[src/rtl/run_len_if.sv]
// Bundle for run_len_detector: sample enable, channel inputs, detect outputs
// and run counters. With RUN_DET_STICKY_EN defined it also carries the
// sticky-clear input and the sticky hit flags.
// CNT_W must equal $clog2(RUN_LEN+1) of the attached detector.
interface run_len_if #(
  parameter int CHANNELS = 2,
  parameter int CNT_W    = 2
);

  logic                      en;
  logic [CHANNELS-1:0]       w;
  logic [CHANNELS-1:0]       out;
  logic [CHANNELS*CNT_W-1:0] run_cnt;
  logic                      any_out;
`ifdef RUN_DET_STICKY_EN
  logic                      clr;
  logic [CHANNELS-1:0]       sticky;
`endif

  // Producer of the button samples (game side / bench).
  modport master (
    output en,
    output w,
    input  out,
    input  run_cnt,
    input  any_out
`ifdef RUN_DET_STICKY_EN
    ,
    output clr,
    input  sticky
`endif
  );

  // The detector itself.
  modport slave (
    input  en,
    input  w,
    output out,
    output run_cnt,
    output any_out
`ifdef RUN_DET_STICKY_EN
    ,
    input  clr,
    output sticky
`endif
  );

endinterface

[src/rtl/run_len_detector.sv]
// Multi-channel consecutive-high detector. Each channel runs its own
// IDLE/COUNT/HIT machine and flags once its input has been high on RUN_LEN
// consecutive enabled edges. Output is a level (held while in HIT) or a
// single-cycle pulse on HIT entry, selected by PULSE_MODE.
// Optional feature macro: RUN_DET_STICKY_EN adds per-channel sticky hit
// flags with a clr input.
module run_len_detector #(
  parameter  int CHANNELS   = 2,
  parameter  int RUN_LEN    = 2,
  parameter  bit PULSE_MODE = 1'b0,
  localparam int CNT_W      = $clog2(RUN_LEN + 1)
) (
  input  logic      clk,
  input  logic      reset,
  run_len_if.slave  bus
);

  typedef enum logic [1:0] {
    ST_IDLE  = 2'd0,
    ST_COUNT = 2'd1,
    ST_HIT   = 2'd2
  } state_e;

  localparam logic [CNT_W-1:0] CNT_ZERO = '0;
  localparam logic [CNT_W-1:0] CNT_ONE  = CNT_W'(1);
  localparam logic [CNT_W-1:0] CNT_FULL = CNT_W'(RUN_LEN);
  // Where a single high sample lands from IDLE.
  localparam state_e FIRST_STATE = (RUN_LEN == 1) ? ST_HIT : ST_COUNT;

  state_e              state_q [CHANNELS];
  state_e              state_d [CHANNELS];
  logic [CNT_W-1:0]    cnt_q   [CHANNELS];
  logic [CNT_W-1:0]    cnt_d   [CHANNELS];
  logic [CHANNELS-1:0] enter_hit;
  logic [CHANNELS-1:0] out_q;
  logic [CHANNELS-1:0] out_d;
  logic [CHANNELS*CNT_W-1:0] run_cnt_flat;

  // Per-channel next state and counter; state only advances on enabled
  // edges, but an illegal encoding falls back to IDLE unconditionally.
  always_comb begin
    for (int i = 0; i < CHANNELS; i++) begin
      // NOTE: every combinational output gets a default first so no path
      // leaves it unassigned; that is what keeps this block latch-free.
      state_d[i]   = state_q[i];
      cnt_d[i]     = cnt_q[i];
      enter_hit[i] = 1'b0;

      case (state_q[i])
        ST_IDLE: begin
          if (bus.en) begin
            if (bus.w[i]) begin
              state_d[i] = FIRST_STATE;
              cnt_d[i]   = CNT_ONE;
            end else begin
              cnt_d[i]   = CNT_ZERO;
            end
          end
        end

        ST_COUNT: begin
          if (bus.en) begin
            if (!bus.w[i]) begin
              state_d[i] = ST_IDLE;
              cnt_d[i]   = CNT_ZERO;
            end else if ((cnt_q[i] + CNT_ONE) == CNT_FULL) begin
              state_d[i] = ST_HIT;
              cnt_d[i]   = CNT_FULL;
            end else begin
              cnt_d[i]   = cnt_q[i] + CNT_ONE;
            end
          end
        end

        ST_HIT: begin
          if (bus.en) begin
            if (bus.w[i]) begin
              // Saturate; a held button never wraps the counter.
              cnt_d[i]   = CNT_FULL;
            end else begin
              // No grace state: a new hit needs a full fresh run.
              state_d[i] = ST_IDLE;
              cnt_d[i]   = CNT_ZERO;
            end
          end
        end

        default: begin
          state_d[i] = ST_IDLE;
          cnt_d[i]   = CNT_ZERO;
        end
      endcase

      enter_hit[i] = bus.en && (state_q[i] != ST_HIT) && (state_d[i] == ST_HIT);
    end
  end

  // Output select: level tracks the HIT state, pulse marks only the entry
  // edge (and is therefore 0 whenever en is low).
  always_comb begin
    out_d = '0;
    for (int i = 0; i < CHANNELS; i++) begin
      out_d[i] = PULSE_MODE ? enter_hit[i] : (state_d[i] == ST_HIT);
    end
  end

  // State, counter and output registers with synchronous reset.
  always_ff @(posedge clk) begin
    if (reset) begin
      // NOTE: the per-channel arrays are ordinary flops, not RAM, so they
      // are all reset here; nothing from an interrupted run survives.
      for (int i = 0; i < CHANNELS; i++) begin
        state_q[i] <= ST_IDLE;
        cnt_q[i]   <= CNT_ZERO;
      end
      out_q <= '0;
    end else begin
      // NOTE: non-blocking assignments so every register samples the
      // pre-edge values regardless of statement order.
      for (int i = 0; i < CHANNELS; i++) begin
        state_q[i] <= state_d[i];
        cnt_q[i]   <= cnt_d[i];
      end
      out_q <= out_d;
    end
  end

  // Flatten the counters, channel i at [i*CNT_W +: CNT_W].
  always_comb begin
    run_cnt_flat = '0;
    for (int i = 0; i < CHANNELS; i++) begin
      run_cnt_flat[i*CNT_W +: CNT_W] = cnt_q[i];
    end
  end

  assign bus.out     = out_q;
  assign bus.run_cnt = run_cnt_flat;
  assign bus.any_out = |out_q;

`ifdef RUN_DET_STICKY_EN
  logic [CHANNELS-1:0] sticky_q;
  logic [CHANNELS-1:0] sticky_d;

  // Sticky flags: a HIT entry sets, clr clears (independent of en), and a
  // set on the same edge as clr wins.
  always_comb begin
    sticky_d = sticky_q;
    if (bus.clr) begin
      sticky_d = '0;
    end
    sticky_d = sticky_d | enter_hit;
  end

  // Sticky register.
  always_ff @(posedge clk) begin
    if (reset) begin
      sticky_q <= '0;
    end else begin
      sticky_q <= sticky_d;
    end
  end

  assign bus.sticky = sticky_q;
`endif

endmodule

[src/flat_wrapper.sv]
// flat-port wrapper written by rule: the top's interface ports become plain ports
module run_len_detector_flat 
#(
  parameter  int CHANNELS   = 2,
  parameter  int RUN_LEN    = 2,
  parameter  bit PULSE_MODE = 1'b0,
  localparam int CNT_W      = $clog2(RUN_LEN + 1)
)
  (clk, reset, bus_en, bus_w, bus_out, bus_run_cnt, bus_any_out);
  run_len_if #(.CHANNELS(CHANNELS)) bus_i ();
  input  logic clk;
  input  logic reset;
  input wire logic [$bits(bus_i.en)-1:0] bus_en;
  input wire logic [$bits(bus_i.w)-1:0] bus_w;
  output wire logic [$bits(bus_i.out)-1:0] bus_out;
  output wire logic [$bits(bus_i.run_cnt)-1:0] bus_run_cnt;
  output wire logic [$bits(bus_i.any_out)-1:0] bus_any_out;
  assign bus_i.en = bus_en;
  assign bus_i.w = bus_w;
  assign bus_out = bus_i.out;
  assign bus_run_cnt = bus_i.run_cnt;
  assign bus_any_out = bus_i.any_out;
  run_len_detector #(.CHANNELS(CHANNELS), .RUN_LEN(RUN_LEN), .PULSE_MODE(PULSE_MODE)) u_core (.clk(clk), .reset(reset), .bus(bus_i));
endmodule
[config.mk]
export PLATFORM = sky130hd
export DESIGN_NAME = run_len_detector_flat
export DESIGN_NICKNAME = d
export VERILOG_FILES = /design/src/rtl/run_len_if.sv /design/src/rtl/run_len_detector.sv /design/src/flat_wrapper.sv
export SDC_FILE = /design/constraint.sdc
export NUM_CORES = 1
export LEC_CHECK = 0
export BUFFER_PORTS_ARGS = -buffer_cell sky130_fd_sc_hd__buf_2
export CAP_MARGIN = 30
export CORE_AREA = 3 3 40 42
export DETAILED_ROUTE_END_ITERATION = 7
export DIE_AREA = 0 0 43 45
export PLACE_DENSITY = 0.56
export SLEW_MARGIN = 30
export SYNTH_ARGS = -nofsm -noshare
export SYNTH_HDL_FRONTEND = slang
export SYNTH_SLANG_ARGS = --single-unit
[constraint.sdc]
create_clock -name clk -period 3.7 [get_ports clk]
set_input_delay 0.37 -clock clk [delete_from_list [all_inputs] [get_ports clk]]
set_output_delay 0.37 -clock clk [all_outputs]
set_load 0.005 [all_outputs]
== After elaboration in Yosys (flattened, before gate mapping) ==
Memories as Yosys holds them, arrays and structs flattened.
Index checks and enable logic that the tools add are counted.
Word-level totals
  bits in registers: 2
  memory bits (writable): 8
  bits of input ports: 5
  output and inout port bits: 7
  word-level logic and storage cells: 59
  memories kept: 2
Memory list
  u_core.cnt_q: words 2, bits a word 2, rd ports 2, clocked after memory_dff 0, write ports 2, RTL line run_len_detector.sv:32  | logic [CNT_W-1:0] cnt_q [CHANNELS];
  u_core.state_q: words 2, bits a word 2, rd ports 2, clocked after memory_dff 0, write ports 2, RTL line run_len_detector.sv:30  | state_e state_q [CHANNELS];
Operators by class
  $add $sub $neg: 2
  equality and inequality tests: 8
  multiplexer cells: 39
  bitwise operators: 4
  reductions and logical operators: 3
Operators with widths (count)
  2-to-1 mux 2 bit: 30
  case mux 2 bit (3 select lines): 4
  == test 2 bit (second input constant): 6
  2-to-1 mux 1 bit: 5
  adder 2 x 1 -> 2 bit (second input constant): 2
  == test 2 x 1 -> 1 bit (second input constant): 2
  logical NOT 2 bit: 2
  OR 1 bit: 4
  OR reduction 2 bit: 1

== Logic depth before layout (Yosys ltp) ==
Gate-level depths: netlist of run 1.
An unclocked memory read counts as a cell.
  depth after elaboration: 8
  depth in mapped cells: 5
  gate-level depth less buffers: 5

== Worst setup path before layout of run 1 ==
No wires, ideal clock.
  path kind: reg2reg
  start point: memory u_core.cnt_q[1][0], in the netlist u_core.cnt_q[0][2]
  end point: register u_core.out_q[1], in the netlist u_core.bus.out[1]
  setup time: 70 ps
  arrival: 1173 ps
  required time: 3630 ps
  slack: 2457 ps
  stages on the path, launching flop included: 5
  buffers on the path: 0
  period minus slack after synthesis: 1243 ps
  cells stage by stage: dfxtp_1 ha_1 nand2_1 or4b_4 a21oi_1
RTL lines
  from (decl): RTL line run_len_detector.sv:32
  to (signal assigned): RTL line run_len_detector.sv:124  | out_q <= out_d;
  to (decl): RTL line run_len_detector.sv:35  | logic [CHANNELS-1:0] out_q;

== Final worst setup path of run 1 ==
  start point: register u_core.out_q[1], in the netlist u_core.bus.out[1]
  end point: output bus_any_out
On the way
  word-level cells in the longest chain between the ends: 1
RTL lines
  OR reduction 2 bit: RTL line run_len_detector.sv:138  | assign bus.any_out = |out_q;
  to (decl): RTL line flat_wrapper.sv:17  | output wire logic [$bits(bus_i.any_out)-1:0] bus_any_out;
No other way between the ends.

==> out/qor.csv, run 1 <==
stage;metric;value;unit
clock_network;clk_root_buffer_cell;sky130_fd_sc_hd__clkbuf_4;
worst_setup_path;startpoint_type;flip-flop;
place;port_buffers;11;
clock_network;cts.htree.levels;1;
power;leakagePower;0.244;nW
worst_setup_path;timing.critical_path.to;bus_any_out;
drt;post_drt_wl_per_cell;11.0;µm
sta;timing.fmax;743;MHz
floorplanning;die_area;0.00194;mm²
sta;grt_setup_unrepaired;false;
sta;layout_worst_path_cycle_share;36.4;%
sta;timing.final.hold_violations;0;
logic_synthesis;mappedNetlistArea;487;µm²
clock_network;post_cts_resize_count;0;
job;cap_violations;0;
global_route;grt_pass1_wl;1560;µm
logic_synthesis;yosysTopAreaCellShare;41.1;%
sta;worst_slack_on_hold_paths;0.402;ns
sta;setup_viol;0;
global_route;globalRouteTotalUtil;11.0;%
logic_synthesis;synthCells;56;
worst_setup_path;cp_cell_sequence;or2_2, buf_2;
drt;initialDrtViolationCount;8;
worst_setup_path;path_delay_family;flip-flops;
logic_synthesis;ys_ff_latch;10;
worst_setup_path;cp.depth;2;
power;power_per_cell_area;411;mW/mm²
run_status;status;complete, no violations;
worst_setup_path;worst_r2r_endpoint;u_core.state_q[0][3]$_SDFF_PP0_;
clock_network;cts_inserted_buffers;3;
global_route;number_of_global_route_vias_before_repair;350;
power;worst_ir_drop_vdd;0.221;mV
logic_synthesis;synth.lib_cells_used.distinct;24;
worst_setup_path;crit_path_start;u_core.bus.out[1]$_SDFF_PP0_;
worst_setup_path;timing.critical_path.slowest_stage_cell;sky130_fd_sc_hd__dfxtp_1;
global_route;antenna_violations_before_repair;0;
drt;drc_errors;0;
sta;setup-tns-final;0;ns
finish;n_antenna_cell;0;
logic_synthesis;synth_sequential_area_ratio;41.1;%
drt;route.vias.total;425;
logic_synthesis;syn_avg_cell_area;8.69;µm²
worst_setup_path;timing.critical_path.buf_inv;1;
clock_network;worst_skew_pair_later_pin_latency;0.27;ns
min_path;holdCritPathClass;in -> reg;
clock_network;postCtsHoldBufs;0;
worst_setup_path;r2r_cells;4;
finish;stdcell_count;84;
sta;final.min_clock_period;1.35;ns
sta;tightest_slew;0.329;ns
worst_setup_path;timing.setup.critical_path_class;reg -> out;
logic_synthesis;synth_fp_nets;63;
clock_network;tritoncts;yes;
clock_network;cts_setup_buffers;0;
worst_setup_path;critPathMaxFanout;2;
global_route;globalRoute.totalOverflow;0;
worst_setup_path;max_stage_delay;0.31;ns
worst_setup_path;endpoint_kind;output pin;
logic_synthesis;number_of_warnings_issued_by_yosys;0;
drt;antenna_violating_nets_post_route;0;
global_route;grt_max_degree;12;
finish;finalNetCount;77;
floorplanning;io_pins;12;
floorplanning;floorplan.rows;13;
sta;fin_worst_skew;0.00533;ns
floorplanning;die_width;43;µm
worst_setup_path;timing.rr.start;u_core.cnt_q[0][2]$_SDFFE_PP0P_;
clock_network;cts_sinks;10;
clock_network;path_clk_slew;0.07;ns
logic_synthesis;ys_top_cells_by_area;sky130_fd_sc_hd__dfxtp_1, sky130_fd_sc_hd__a21oi_1, sky130_fd_sc_hd__ha_1, sky130_fd_sc_hd__nor2b_1, sky130_fd_sc_hd__o21ai_0;
finish;area_delta_synth_final;19.5;%
clock_network;clock_path_buffers;2;
worst_setup_path;worst-endpoint-required;3.33;ns
sta;slew_margin_rel;77.5;%
floorplanning;core-area;0.00128;mm²
drt;routed_wl;924;µm
floorplanning;initial_core_util;37.9;%
worst_setup_path;cp_data_arrival_time;0.98;ns
drt;via_per_inst;5.06;
logic_synthesis;synthDominantAreaCellType;sky130_fd_sc_hd__dfxtp_1;
place;routabilityCongestion;0.686;
worst_setup_path;rrSetupSlack;2.38;ns
place;dp.final_hpwl;677;µm
finish;post_route_cells_drive_above_1_share;26.1;%
drt;number_of_optimization_iterations_in_the_first_detailed_route_pass;2;
floorplanning;chipHeight;45;µm
sta;report.final.slew_viol_count;0;
place;numPlacedInstances;80;
[layout make-up]
class                   instances  area (µm²)
fillers                       128         703
multi-input cells              40         256
well taps                      15        18.8
flip-flops and latches         10         200
inverters                       4        15.0
repair buffers                 11        55.1
clock buffers                   4        36.3
[Yosys cell counts, drive strengths merged]
cell and number:
dfxtp 10, a21oi 9, inv 4, nor2b 4, o21ai 4, nand2 3
nor2 3, a2111oi 2, ha 2, nor3b 2, a2bb2oi 1, a32oi 1
and2 1, buf 1, clkbuf 1, nand3b 1, nand4b 1, nor3 1
o211ai 1, o31ai 1, or2 1, or3 1, or4b 1
[placed cells by master (no fill, tap or decap), drive strengths merged, types with 2 or more instances in the layout]
cell type,count
buf,11
o21ai,4
a21oi,9
nor3b,2
dfxtp,10
inv,4
nor2,3
nand2,3
ha,2
a2111oi,2
clkbuf,4
nor2b,4
[worst min-delay path by stage]
stage	from	end	slack (ns)	depth (start not counted)
global route	reset	u_core.cnt_q[0][2]$_SDFFE_PP0P_	0.40	2
floorplan	reset	u_core.state_q[0][2]$_SDFF_PP0_	0.46	1
finish	reset	u_core.cnt_q[0][2]$_SDFFE_PP0P_	0.40	2
CTS	reset	u_core.bus.out[1]$_SDFF_PP0_	0.39	2
detailed placement	u_core.cnt_q[0][0]$_SDFFE_PP0P_	u_core.cnt_q[0][0]$_SDFFE_PP0P_	0.50	2
global placement	u_core.cnt_q[0][1]$_SDFFE_PP0P_	u_core.cnt_q[0][1]$_SDFFE_PP0P_	0.50	2
[power breakdown]
group / leakage (nW) / switching, mW / internal (mW)
clock: 0.0210 / 0.0389 / 0.0598
combinational: 0.141 / 0.0130 / 0.0114
sequential: 0.0816 / 0.00440 / 0.112
[per-layer routing]
| layer | global-route usage [%] | wire length [µm] | part of all wire [%] | vias to the layer above |
|---|---|---|---|---|
| li1 | - | - | - | 230 |
| met1 | 14.4 | 479 | 52 | 183 |
| met2 | 14.7 | 388 | 42 | 12 |
| met3 | 7.17 | 56 | 6.1 | 0 |
| met4 | 3.61 | 0 | 0 | 0 |
| met5 | 0 | 0 | 0 | - |
[metrics by stage]
step	instance area, µm²	power (mW)	setup WS, ns	util [%]
4_1_cts	582	0.243	2.34	45.3
2_1_floorplan	487	0.135	2.46	-
3_5_place_dp	546	0.143	2.34	42.5
6_report	582	0.239	2.35	45.3
5_1_grt	582	0.253	2.19	45.3
3_3_place_gp	546	0.143	2.37	42.5
[logic make-up (layout without fill, tap and decap cells)]
family | Yosys count | in the layout | synth area share [%]
AOI/OAI and AO/OA | 19 | 19 | 23.7
and+or+nand+nor | 19 | 19 | 23.9
DFF | 10 | 10 | 41.1
adders and majority gates | 2 | 2 | 5.14
buffers and inverters | 6 | 19 | 6.17
[flip-flops by register name, indices dropped and copies added, names as in the netlist]
name,cells
u_core.bus.out,2
u_core.state_q,4
u_core.cnt_q,4
Power figures use the tool's default switching activity.
==> run 2: changes to the inputs <==
- ABC_AREA: default -> 1
- CORE_AREA: 3 3 40 42 -> default
- CORE_MARGIN: default -> 3
- CORE_UTILIZATION: default -> 40
- DIE_AREA: 0 0 43 45 -> default
- PLACE_DENSITY: 0.56 -> 0.6
- clock period: 3.7 -> 1.32 ns (I/O delays scaled with it)
==> out/qor.csv, run 2 <==
stage;metric;value;unit;change
drt;antenna_violating_nets_post_route;0;;unchanged
job;cap_violations;0;;unchanged
floorplanning;io_pins;12;;unchanged
logic_synthesis;mappedNetlistArea;523;µm²;+7.5%
drt;routed_wl;1090;µm;+18%
global_route;grt_pass1_wl;1880;µm;+21%
place;placement.setup.worst_slack;0.313;ns;-2.03 ns
logic_synthesis;number_of_warnings_issued_by_yosys;0;;unchanged
sta;final.min_clock_period;1.10;ns;
finish;final_common_cell;sky130_fd_sc_hd__nand2_1;;
floorplanning;floorplan.rows;12;;-1
global_route;antenna_violations_before_repair;0;;unchanged
clock_network;cts_sinks;10;;unchanged
finish;final_cell_area;618;µm²;+6.2%
worst_setup_path;cp_data_arrival_time;0.97;ns;about the same
sta;tightest_slew;0.217;ns;-0.113 ns
logic_synthesis;ys_top_cells_by_area;sky130_fd_sc_hd__dfxtp_1, sky130_fd_sc_hd__nand2_1, sky130_fd_sc_hd__nand3_1, sky130_fd_sc_hd__inv_1, sky130_fd_sc_hd__nor2_1;;
logic_synthesis;postSynth.topFlopCell;sky130_fd_sc_hd__dfxtp_1;;
worst_setup_path;timing.critical_path.buf_inv;1;;unchanged
sta;setup-tns-final;0;ns;unchanged
sta;grt_setup_unrepaired;false;;
place;routabilityCongestion;0.832;;+21%
finish;stdcell_count;106;;+26%
logic_synthesis;synth_fp_nets;85;;+35%
logic_synthesis;synthDominantAreaCellType;sky130_fd_sc_hd__dfxtp_1;;
clock_network;tritoncts;yes;;
logic_synthesis;synthCells;78;;+39%
worst_setup_path;timing.critical_path.slowest_stage_cell;sky130_fd_sc_hd__dfxtp_1;;
clock_network;clk_root_buffer_cell;sky130_fd_sc_hd__clkbuf_4;;
finish;area_delta_synth_final;18.2;%;
logic_synthesis;yosysTopAreaCellShare;38.3;%;-2.9 points
floorplanning;die_area;0.00178;mm²;-8.1%
logic_synthesis;synth.most_common_cell;sky130_fd_sc_hd__nand2_1;;
logic_synthesis;synth_sequential_area_ratio;38.3;%;-2.9 points
sta;report.final.slew_viol_count;0;;unchanged
worst_setup_path;cp_cell_sequence;or2_2, buf_2;;
place;port_buffers;11;;unchanged
worst_setup_path;startpoint_type;flip-flop;;
worst_setup_path;endpoint_kind;output pin;;
sta;timing.final.hold_violations;0;;unchanged
finish;num-fill-cells;133;;+3.9%
power;leakagePower;0.311;nW;+27%
min_path;holdCritPathClass;in -> reg;;
finish;post_route_cells_drive_above_1_share;26.1;%;unchanged
clock_network;worst_skew_pair_later_pin_latency;0.26;ns;about the same
logic_synthesis;asyncSetResetFlopFracSynth;0;%;unchanged
clock_network;path_clk_slew;0.06;ns;about the same
drt;route.vias.total;517;;+22%
drt;drc_errors;0;;unchanged
sta;slew_margin_rel;85.5;%;+8.1 points
worst_setup_path;max_stage_delay;0.31;ns;about the same
global_route;globalRoute.totalOverflow;0;;unchanged
worst_setup_path;critPathMaxFanout;2;;unchanged
logic_synthesis;synth_enable_flop_cells;0;;unchanged
clock_network;post_cts_resize_count;0;;unchanged
finish;layout.cells.most_common_list;sky130_fd_sc_hd__nand2_1, sky130_fd_sc_hd__buf_2, sky130_fd_sc_hd__inv_1, sky130_fd_sc_hd__nor2_1, sky130_fd_sc_hd__dfxtp_1;;
place;dp.final_hpwl;827;µm;+22%
clock_network;postCtsHoldBufs;0;;unchanged
logic_synthesis;synth.lib_cells_used.distinct;15;;-38%
worst_setup_path;worst-endpoint-required;1.19;ns;-2.14 ns
sta;timing.fmax;910;MHz;
power;worst_ir_drop_vdd;0.479;mV;+120%
drt;via_per_inst;4.88;;-3.6%
drt;number_of_optimization_iterations_in_the_first_detailed_route_pass;4;;+2
sta;layout_worst_path_cycle_share;83.2;%;
floorplanning;core-area;0.00117;mm²;-8.9%
logic_synthesis;ys_ff_latch;10;;unchanged
clock_network;cts.htree.levels;1;;unchanged
worst_setup_path;path_delay_family;flip-flops;;
finish;post-route-util;52.8;%;+7.5 points
global_route;globalRouteTotalUtil;14.0;%;+3.0 points
sta;setup_ws;0.221;ns;-2.13 ns
sta;fin_worst_skew;0.000263;ns;-0.00507 ns
finish;finalNetCount;101;;+31%
global_route;grt_max_degree;8;;-4
place;post_place_cell_area;596;µm²;+9.2%
clock_network;clock_path_buffers;2;;unchanged
global_route;number_of_global_route_vias_before_repair;452;;+29%
finish;n_antenna_cell;0;;unchanged
place;numPlacedInstances;103;;+29%
floorplanning;chipHeight;42.2;µm;-6.3%
power;total_power_of_the_final_layout;623;µW;+160%
clock_network;cts_setup_buffers;0;;unchanged
sta;worst_slack_on_hold_paths;0.0951;ns;-0.307 ns
sta;setup_viol;0;;unchanged
drt;post_drt_wl_per_cell;10.3;µm;-6.3%
floorplanning;initial_core_util;44.7;%;+6.8 points
logic_synthesis;most_common_library_cells_after_synthesis;sky130_fd_sc_hd__nand2_1, sky130_fd_sc_hd__dfxtp_1, sky130_fd_sc_hd__inv_1, sky130_fd_sc_hd__nor2_1, sky130_fd_sc_hd__nand3_1;;
logic_synthesis;syn_avg_cell_area;6.71;µm²;-23%
drt;initialDrtViolationCount;24;;+16
run_status;status;complete, no violations;;
floorplanning;die_width;42.2;µm;-2.0%
worst_setup_path;timing.setup.critical_path_class;reg -> out;;
power;power_per_cell_area;1010;mW/mm²;+150%
clock_network;cts_inserted_buffers;3;;unchanged
## run 2: cell types whose count changed in the layout (fill, tap and decap cells not counted), moves of 2 or more
| cell | change |
|---|---|
| sky130_fd_sc_hd__inv_1 | +7 |
| sky130_fd_sc_hd__nor2_2 | +2 |
| sky130_fd_sc_hd__o21ai_1 | +3 |
| sky130_fd_sc_hd__nand2_2 | +3 |
| sky130_fd_sc_hd__nor3b_1 | -2 |
| sky130_fd_sc_hd__nand2_1 | +13 |
| sky130_fd_sc_hd__nor2_1 | +7 |
| sky130_fd_sc_hd__nand3_1 | +9 |
| sky130_fd_sc_hd__o21ai_0 | -4 |
| sky130_fd_sc_hd__a21oi_1 | -2 |
| sky130_fd_sc_hd__a2111oi_0 | -2 |
| sky130_fd_sc_hd__nor2b_1 | -4 |
## run 2: cells by family after synthesis
family	Yosys count	share of synthesized area (%)
AND/OR/NAND/NOR	42	36.4
buffers and inverters	13	9.33
AO/OA/AOI/OAI	11	11.2
flip-flops	10	38.3
adder cells (fa/ha/maj)	2	4.78
## run 2: path summary, 6_finish.rpt
kind	from	end	slack (ns)	cells after the start
setup / recovery	u_core.bus.out[1]$_SDFF_PP0_	bus_any_out	0.22	2
hold / removal	reset	u_core.cnt_q[0][0]$_SDFFE_PP0P_	0.1	2
setup reg to reg	u_core.cnt_q[0][3]$_SDFFE_PP0P_	u_core.cnt_q[0][3]$_SDFFE_PP0P_	0.30	7
hold reg to reg	u_core.cnt_q[0][3]$_SDFFE_PP0P_	u_core.cnt_q[0][3]$_SDFFE_PP0P_	0.54	2
## run 2: power by group
group	total (mW)	switching (mW)	internal, mW
Combinational	0.0891	0.0540	0.0351
Sequential	0.327	0.0123	0.314
Clock	0.208	0.102	0.105
## run 2: layout make-up
cell class | instances | area [µm²] | share of cell area [%]
tap | 14 | 17.5 | 2.83
clock buffer | 3 | 22.5 | 3.64
multi-input combinational | 55 | 274 | 44.3
timing repair buffer | 11 | 55.1 | 8.91
sequential | 10 | 200 | 32.4
inverter | 13 | 48.8 | 7.89
## run 2: per-layer routing
layer	routed length, µm	vias up	global-route usage [%]	share of wire, %
li1	-	276	-	-
met1	504	216	17.9	46
met2	484	23	21.3	44
met3	91	2	3.86	8.3
met4	12	0	7.45	1.1
met5	0	-	0	0
## run 2: worst reg2reg max path: cells and delay by family, from the launching register on
kind	cells	cell delay [ns]
buffers and inverters	2	0.08
AND/OR/NAND/NOR	4	0.24
adder cells (fa/ha/maj)	1	0.26
flip-flops	1	0.34
